**src/rtl/otfs_sym_fifo_reader.sv**
```systemverilog
// Drains the 4QAM symbol FIFO into one M x N OTFS delay-Doppler frame on a valid/ready stream.
// Define OTFS_QAM_MAP_EN to add the registered +/-AMP I/Q mapper outputs m_i/m_q.
module otfs_sym_fifo_reader #(
  parameter int SYM_W = 2,
  parameter int M     = 16,
  parameter int N     = 16,
  parameter int IQ_W  = 16,
  parameter int AMP   = 23170
) (
  input  logic                        clk,
  input  logic                        srst,
  input  logic                        frame_en,
  output logic                        fifo_rd_en,
  input  logic [SYM_W-1:0]            fifo_dout,
  input  logic                        fifo_empty,
  input  logic                        fifo_valid,
  input  logic                        fifo_underflow,
  output logic                        m_valid,
  input  logic                        m_ready,
  output logic [SYM_W-1:0]            m_sym,
`ifdef OTFS_QAM_MAP_EN
  output logic signed [IQ_W-1:0]      m_i,
  output logic signed [IQ_W-1:0]      m_q,
`endif
  output logic [$clog2(M)-1:0]        m_row,
  output logic [$clog2(N)-1:0]        m_col,
  output logic                        m_sof,
  output logic                        m_eof,
  output logic                        busy,
  output logic                        frame_done,
  output logic                        err_underflow
);

  localparam int FRAME = M * N;
  localparam int CW    = $clog2(FRAME + 1);
  localparam int RW    = $clog2(M);
  localparam int NW    = $clog2(N);

  typedef enum logic [1:0] {IDLE, RUN, DRAIN} state_t;

  state_t             state, state_nxt;
  logic [CW-1:0]      issued;
  logic               outstanding;
  logic [SYM_W-1:0]   buf_sym [2];
  logic               wr_ptr, rd_ptr;
  logic [1:0]         occ;
  logic [RW-1:0]      row;
  logic [NW-1:0]      col;
  logic               pop, wr, uf_hit, last, start;

`ifdef OTFS_QAM_MAP_EN
  localparam logic signed [IQ_W-1:0] AMP_P = IQ_W'(AMP);
  localparam logic signed [IQ_W-1:0] AMP_N = -AMP_P;
  logic signed [IQ_W-1:0] buf_i [2];
  logic signed [IQ_W-1:0] buf_q [2];
`endif

  assign m_valid = (occ != 2'd0);
  assign pop     = m_valid & m_ready;
  // A read that underflowed returns nothing and is re-issued later.
  assign wr      = fifo_valid & outstanding & ~fifo_underflow;
  assign uf_hit  = fifo_underflow & outstanding;
  assign last    = (row == RW'(M - 1)) && (col == NW'(N - 1));
  assign start   = (state == IDLE) & frame_en;

  // Never let buffered plus in-flight symbols exceed the two skid entries.
  always_comb begin
    fifo_rd_en = 1'b0;
    if (!srst && state == RUN && !fifo_empty && issued < CW'(FRAME) &&
        (({1'b0, occ} + 3'(outstanding)) < (3'd2 + 3'(pop))))
      fifo_rd_en = 1'b1;
  end

  always_comb begin
    state_nxt = state;
    case (state)
      IDLE:    if (frame_en) state_nxt = RUN;
      RUN:     if (pop && last) state_nxt = IDLE;
               else if (issued == CW'(FRAME)) state_nxt = DRAIN;
      DRAIN:   if (pop && last) state_nxt = IDLE;
               else if (issued != CW'(FRAME)) state_nxt = RUN;
      default: state_nxt = IDLE;
    endcase
  end

  always_ff @(posedge clk) begin
    if (srst) begin
      state         <= IDLE;
      issued        <= '0;
      outstanding   <= 1'b0;
      buf_sym[0]    <= '0;
      buf_sym[1]    <= '0;
      wr_ptr        <= 1'b0;
      rd_ptr        <= 1'b0;
      occ           <= 2'd0;
      row           <= '0;
      col           <= '0;
      frame_done    <= 1'b0;
      err_underflow <= 1'b0;
`ifdef OTFS_QAM_MAP_EN
      buf_i[0]      <= '0;
      buf_i[1]      <= '0;
      buf_q[0]      <= '0;
      buf_q[1]      <= '0;
`endif
    end else begin
      state       <= state_nxt;
      outstanding <= fifo_rd_en;
      frame_done  <= (state != IDLE) & pop & last;
      if (fifo_underflow)
        err_underflow <= 1'b1;
      if (start) begin
        issued <= '0;
        row    <= '0;
        col    <= '0;
      end else begin
        issued <= issued + CW'(fifo_rd_en) - CW'(uf_hit);
        // Delay index is the fast one; Doppler advances on each delay wrap.
        if (pop) begin
          row <= (row == RW'(M - 1)) ? '0 : row + RW'(1);
          if (row == RW'(M - 1))
            col <= (col == NW'(N - 1)) ? '0 : col + NW'(1);
        end
      end
      if (wr) begin
        buf_sym[wr_ptr] <= fifo_dout;
`ifdef OTFS_QAM_MAP_EN
        buf_i[wr_ptr]   <= fifo_dout[1] ? AMP_N : AMP_P;
        buf_q[wr_ptr]   <= fifo_dout[0] ? AMP_N : AMP_P;
`endif
        wr_ptr          <= ~wr_ptr;
      end
      if (pop)
        rd_ptr <= ~rd_ptr;
      occ <= occ + 2'(wr) - 2'(pop);
    end
  end

  assign m_sym = buf_sym[rd_ptr];
`ifdef OTFS_QAM_MAP_EN
  assign m_i   = buf_i[rd_ptr];
  assign m_q   = buf_q[rd_ptr];
`endif
  assign m_row = row;
  assign m_col = col;
  assign m_sof = m_valid & (row == '0) & (col == '0);
  assign m_eof = m_valid & last;
  assign busy  = (state != IDLE);

endmodule

```
**config.mk**
```make
export PLATFORM = sky130hd
export DESIGN_NAME = otfs_sym_fifo_reader
export DESIGN_NICKNAME = d
export VERILOG_FILES = /design/src/rtl/otfs_sym_fifo_reader.sv
export SDC_FILE = /design/constraint.sdc
export NUM_CORES = 1
export LEC_CHECK = 0
export BUFFER_PORTS_ARGS = -buffer_cell sky130_fd_sc_hd__buf_4
export CAP_MARGIN = 20
export CORE_AREA = 4 4 82 84
export CTS_BUF_LIST = sky130_fd_sc_hd__clkbuf_4 sky130_fd_sc_hd__clkbuf_8
export DETAILED_ROUTE_END_ITERATION = 8
export DIE_AREA = 0 0 86 88
export PLACE_DENSITY = 0.46
export SLEW_MARGIN = 20
export SYNTH_ARGS = -nofsm -noshare
export SYNTH_HDL_FRONTEND = slang
export SYNTH_SLANG_ARGS = --single-unit
```
**constraint.sdc**
```tcl
create_clock -name clk -period 5.4 [get_ports clk]
set_input_delay 0.27 -clock clk [delete_from_list [all_inputs] [get_ports clk]]
set_output_delay 0.27 -clock clk [all_outputs]
set_load 0.02 [all_outputs]
```
* Word level (Yosys, flattened, before mapping)
Memories as Yosys holds them, arrays and structs flattened. A register that Yosys moved wholly into a read port is not among the register bits.
Index checks and enable logic that the tools add are counted.
** Storage, ports and cells
- Bits in registers :: 26
- Bits in writable memories :: 4
- Input port bits :: 9
- Output and inout bits :: 17
- Word-level logic and storage cells :: 79
- Memories kept :: 1
** Memories
- buf_sym :: depth 2, bits a word 2, read ports 1, clocked after memory_dff 1, write ports 2, RTL line 44 : logic [SYM_W-1:0] buf_sym [2];
** Cells by class
- Add/sub/neg operators :: 8
- Magnitude comparators :: 2
- Eq/ne operators :: 9
- Mux-type cells :: 19
- Bitwise logic cells :: 13
- Reduce and logical (&&, ||, !) cells :: 17
** Operator list (count)
- two-way mux 2 bit :: 6
- AND 1 bit :: 10
- two-way mux 1 bit :: 10
- adder 9 x 1 -> 9 bit :: 1
- == test 9 bit (second input constant) :: 1
- less-than comparator 9 bit (second input constant) :: 1
- inequality test 9 bit (second input constant) :: 1
- subtractor 9 x 1 -> 9 bit :: 1
- adder 4 x 1 -> 4 bit (second input constant) :: 2
- == test 4 bit (second input constant) :: 2
- logical NOT 4 bit :: 2
- two-way mux 4 bit :: 2
- logical AND 1 bit :: 6
- one-hot mux 2 bit (3 select lines) :: 1
- nonzero test 2 bit :: 2
- OR reduction 2 bit :: 2
- adder 2 x 1 -> 3 bit :: 1
- adder 2 x 1 -> 3 bit (first input constant) :: 1
- less-than comparator 3 bit :: 1
- inequality test 3 x 1 -> 1 bit (second input constant) :: 1
- inequality test 3 bit (second input constant) :: 1
- inverter 1 bit :: 3
- AND reduction 3 bit :: 1
- adder 2 x 1 -> 2 bit :: 1
- 7 further kinds :: 8

* Logic depth before layout (Yosys ltp)
- Depth after elaboration :: 8
- Depth in mapped cells :: 10
- Mapped depth without buffers :: 10

* Worst setup path after synthesis
No wires, ideal clock.
- Path kind :: register to register
- Start :: reg occ[0]
- End :: reg issued[6]
- Setup time :: 72 ps
- Data arrival time :: 2547 ps
- Required time :: 5328 ps
- Path slack :: 2781 ps
- Stages on the path, launching flop included :: 11
- Path buffers :: 0
- Period minus slack after synthesis :: 2619 ps
- Cell sequence :: dfxtp_1 > ha_1 > ha_1 > o21ai_0 > and3_1 > ha_1 > fa_1 > a21oi_1 > o21ai_0 > a221oi_1 > mux2i_1
** Between the ends
- Longest elaborated chain between the ends :: 8
- Elaborated cells between the ends (all ways) :: 9
- Classes of those cells :: add/sub (4); order compare (1); mux (1); bitwise (1); reduce/logical (2)
** RTL lines
- start: declaration :: RTL line 46 : logic [1:0] occ;
- start signal: assignment :: RTL line 135 : occ <= occ + 2'(wr) - 2'(pop);
- nonzero test 2 bit :: RTL line 58 : assign m_valid = (occ != 2'd0);
- AND 1 bit :: RTL line 59 : assign pop = m_valid & m_ready;
- adder 2 x 1 -> 3 bit :: RTL line 70 : (({1'b0, occ} + 3'(outstanding)) < (3'd2 + 3'(pop))))
- less-than comparator 3 bit * :: RTL line 70
- logical AND 1 bit * :: RTL line 69 : if (!srst && state == RUN && !fifo_empty && issued < CW'(FRAME) &&
- two-way mux 1 bit * :: RTL line 69
- via fifo_rd_en :: RTL line 13 : output logic fifo_rd_en,
- adder 9 x 1 -> 9 bit * :: RTL line 117 : issued <= issued + CW'(fifo_rd_en) - CW'(uf_hit);
- subtractor 9 x 1 -> 9 bit * :: RTL line 117
- end signal: assignment :: RTL line 117
- end: declaration :: RTL line 42 : logic [CW-1:0] issued;
Mark *: on every way through the listed nets, which the timed path passes. The rest lies on a longest branch.
A chain may end at the register's enable or synchronous reset.

* Worst setup path after layout
- Start :: reg occ[0]
- End :: reg issued[6]
** Between the ends
- Longest elaborated chain between the ends :: 8
- Elaborated cells between the ends (all ways) :: 9
- Classes of those cells :: add/sub (4); order compare (1); mux (1); bitwise (1); reduce/logical (2)
** RTL lines (RTL line)
- nonzero test 2 bit :: 58
- AND 1 bit :: 59
- adder 2 x 1 -> 3 bit :: 70
- less-than comparator 3 bit * :: 70
- logical AND 1 bit * :: 69
- two-way mux 1 bit * :: 69
- adder 9 x 1 -> 9 bit * :: 117
- subtractor 9 x 1 -> 9 bit * :: 117
Mark *: on every way between the ends. The rest lies on a longest branch, timed or not.

==> metrics.txt <==
vias in the first global route=1399; outcome=finished clean; most frequent cell after synthesis=dfxtp_1; fraction of final layout cells with drive strength greater than 1=17.4%; net count of the mapped netlist=223; Setup TNS Final=0 ns; post-route DRC violation count=0; Core Region=5920 um^2; Slowest cell on crit path=fa_1; global-route congestion overflow total=0; Critical R2R Launch=occ[0]$_SDFF_PP0_; #FFs+latches synth=31; number of cells upsized or downsized after cts=0; top cell types by occurrence after synthesis=27 x dfxtp_1, 23 x inv_1, 20 x ha_1; hold crit path type=in -> reg; leakage power of the design=0.000952 uW; routed wire length per instance=12.2 um; Post-Syn Instances=193; Row Count=28; hold bufs inserted after CTS=0; first-iteration detailed-routing DRC count=56; wire length after detailed routing=3.66 mm; kind of critical path=reg -> reg; IO Count=26; final setup violation count=0; share of the synthesized area in compound gates (AO/OA/AOI/OAI)=11.7%; async set-or-reset flop fraction in the synthesized netlist=0%; Placed Cells=291; Sink Count=31; global-route total usage across every layer=10.8%; Peak VDD IR=0.000126 V; max-slew violation total from the final report=0; RePlAce Congestion=0.745; sequential fraction of the synthesis area=37.8%; setup repair after global routing missed its margin=no; post-route standard cell area excluding fillers=2130 um^2; mux contribution to synthesized area=2.43%; Reg-to-Reg End=issued[6]$_SDFF_PP0_; cell taking the most area after synthesis=dfxtp_1; chain of cells forming the critical path=ha_1, ha_1, o21ai_0, and3_1, ha_1, fa_1, a21oi_1, o21ai_0, a221oi_1, mux2i_1; largest net degree at the start of global routing=14; DR vias=1362; cell type group with the largest total delay on the critical path=adder cells; start point of the worst hold path=fifo_underflow; Worst Hold Endpoint=err_underflow$_SDFFE_PP0P_; largest family of logic cells by synthesized area=simple AND/OR/NAND/NOR gates; ratio of final minimum period to clock period=50.0%; top cell type's share of synthesized area=30.9%; adder-cell area share of the yosys netlist=15.5%; reported max-cap violation count=0; slack of the worst reg-to-reg path=2.70 ns; flip-flop cell with the highest count after synthesis=dfxtp_1; worst clock skew=0.00535 ns; CP required=5.61 ns; Post-Synthesis Cell Area=1750 um^2; Post-Synth XOR/XNOR Area=6.01%; post-CTS setup-driven buffer insertion count=0; global-route wire length before repair=6.45 mm; detailed-router iteration count before antenna repair=4; number of antenna violations at the first check in global routing=0; peak fanout along the critical path=4; final critical delay including setup and external delays=2.70 ns; HPWL Detailed=2.83 mm; Critical Path Start=occ[0]$_SDFF_PP0_; chip height=88 um; worst hold-check slack=0.210 ns; H-tree depth=2; dpl cell area=2020 um^2; maximum operating frequency=0.370 GHz; clock latency on the worst-skew pair=0.28 ns; width of the chip=86 um; root cell of the clock tree=clkbuf_8; area growth from synthesis to layout=21.8%; distinct cell type count after synthesis=38; number of antenna diodes=0; CTS tree=done; final std cells w/o fill=299; Simple-Gate Fraction of Synth Area=20.7%; initial cell density of the core=29.5%; number of nets with antenna violations after detailed routing=0; number of buffers inserted during clock tree synthesis=5; count of buffers inserted at the top-level ports=25; Reg clk slew, reported paths=0.07 ns; per-cell via count in the routed design=4.56; average instance area after synthesis=9.06 um^2; CP Capture Type=flip-flop; Pwr per Cell Area=436 nW/um^2; cell count of the worst reg-to-reg path=10; maximum cell stage delay along the critical path=0.40 ns; number of synthesis warnings=0; die footprint=7570 um^2; startpoint type of the worst setup path=flip-flop; EDFF count, synth=4; worst slew pin tran=0.507 ns; Hold Crit Depth=3; max-slew headroom at the worst pin=66.1%; Clock Tree Buf Depth=2; Data arrival, critical path=2.91 ns; final hold violations=0; CP bufs+invs=0; number of nets in the layout=253; cell types occupying the most area after synthesis=dfxtp_1 31%, ha_1 14%, edfxtp_1 6.9%; most numerous cell on the critical path=ha_1
worst max path at each step:
stage,to,slack (ns),cells past startpoint
floorplan,issued[6]$_SDFF_PP0_,2.78,10
global placement,issued[6]$_SDFF_PP0_,2.75,10
detailed placement,issued[6]$_SDFF_PP0_,2.69,10
CTS,issued[6]$_SDFF_PP0_,2.67,10
global route,issued[6]$_SDFF_PP0_,2.50,10
finish,issued[6]$_SDFF_PP0_,2.70,10
metrics by stage:
stage / total power (uW) / setup WS [ns] / util, %
floorplan: 612 / 2.78 / -
global placement: 715 / 2.75 / 34.2
detailed placement: 714 / 2.69 / 34.2
CTS: 943 / 2.67 / 36.0
global route: 1010 / 2.50 / 36.0
finish: 928 / 2.70 / 36.0
cell type report:
cell class	instances	area [um^2]
Clock buffer	5	68.8
Clock inverter	3	38.8
Fill cell	625	3790
Inverter	24	95.1
Multi-Input combinational cell	136	985
Sequential cell	31	661
Tap cell	75	93.8
Timing Repair Buffer	25	188
flip-flops by register name (all words and copies together), names as in the netlist, named ones only:
register and flops:
issued 9, occ 2, frame_done 1, buf_sym 4
state 2, wr_ptr 1, err_underflow 1, outstanding 1
m_col 4, m_row 4, rd_ptr 1
report_power, final:
| group | switching [uW] | internal, uW | leakage (uW) | total, uW |
|---|---|---|---|---|
| clock network | 89.0 | 135 | 0.0000556 | 224 |
| logic | 215 | 191 | 0.000636 | 406 |
| registers | 29.2 | 269 | 0.000261 | 298 |
| total | 333 | 595 | 0.000952 | 928 |
tightest hold or removal path: cells and delay by family:
family	cells	cell delay [ns]
simple gates	2	0.09
buf+inv	1	0.09
cells by family after synthesis:
| logic type | Yosys count |
|---|---|
| AND/OR/NAND/NOR | 68 |
| AO/OA/AOI/OAI | 31 |
| flip-flops | 31 |
| buffers and inverters | 26 |
| adder cells (fa/ha/maj) | 21 |
| XOR/XNOR | 12 |
| multiplexers | 4 |
cells in the final DEF, fill, tap and decap left out, types with 2 or more instances in the layout:
cell type and instances:
a21o_1 3, nor2b_1 2, dfxtp_1 27, buf_4 25, a21oi_1 13, xnor2_1 7, nor3_1 7, nand4_1 2
nand2b_1 7, mux2i_1 2, o21ai_0 7, edfxtp_1 4, nand3_1 6, clkbuf_8 5, and2_1 3, mux2_2 2
nor2_1 17, ha_1 20, nand2_1 8, xor2_1 5, inv_1 23, and3_1 9
metal layers:
metal / wire, um / GRT usage [%] / up-vias
met5: 0 / 0 / -
met4: 63 / 4.32 / 0
met3: 161 / 2.54 / 7
met2: 1550 / 16.3 / 33
met1: 1880 / 14.8 / 598
li1: - / - / 724
(Power assumes the default switching activity.)
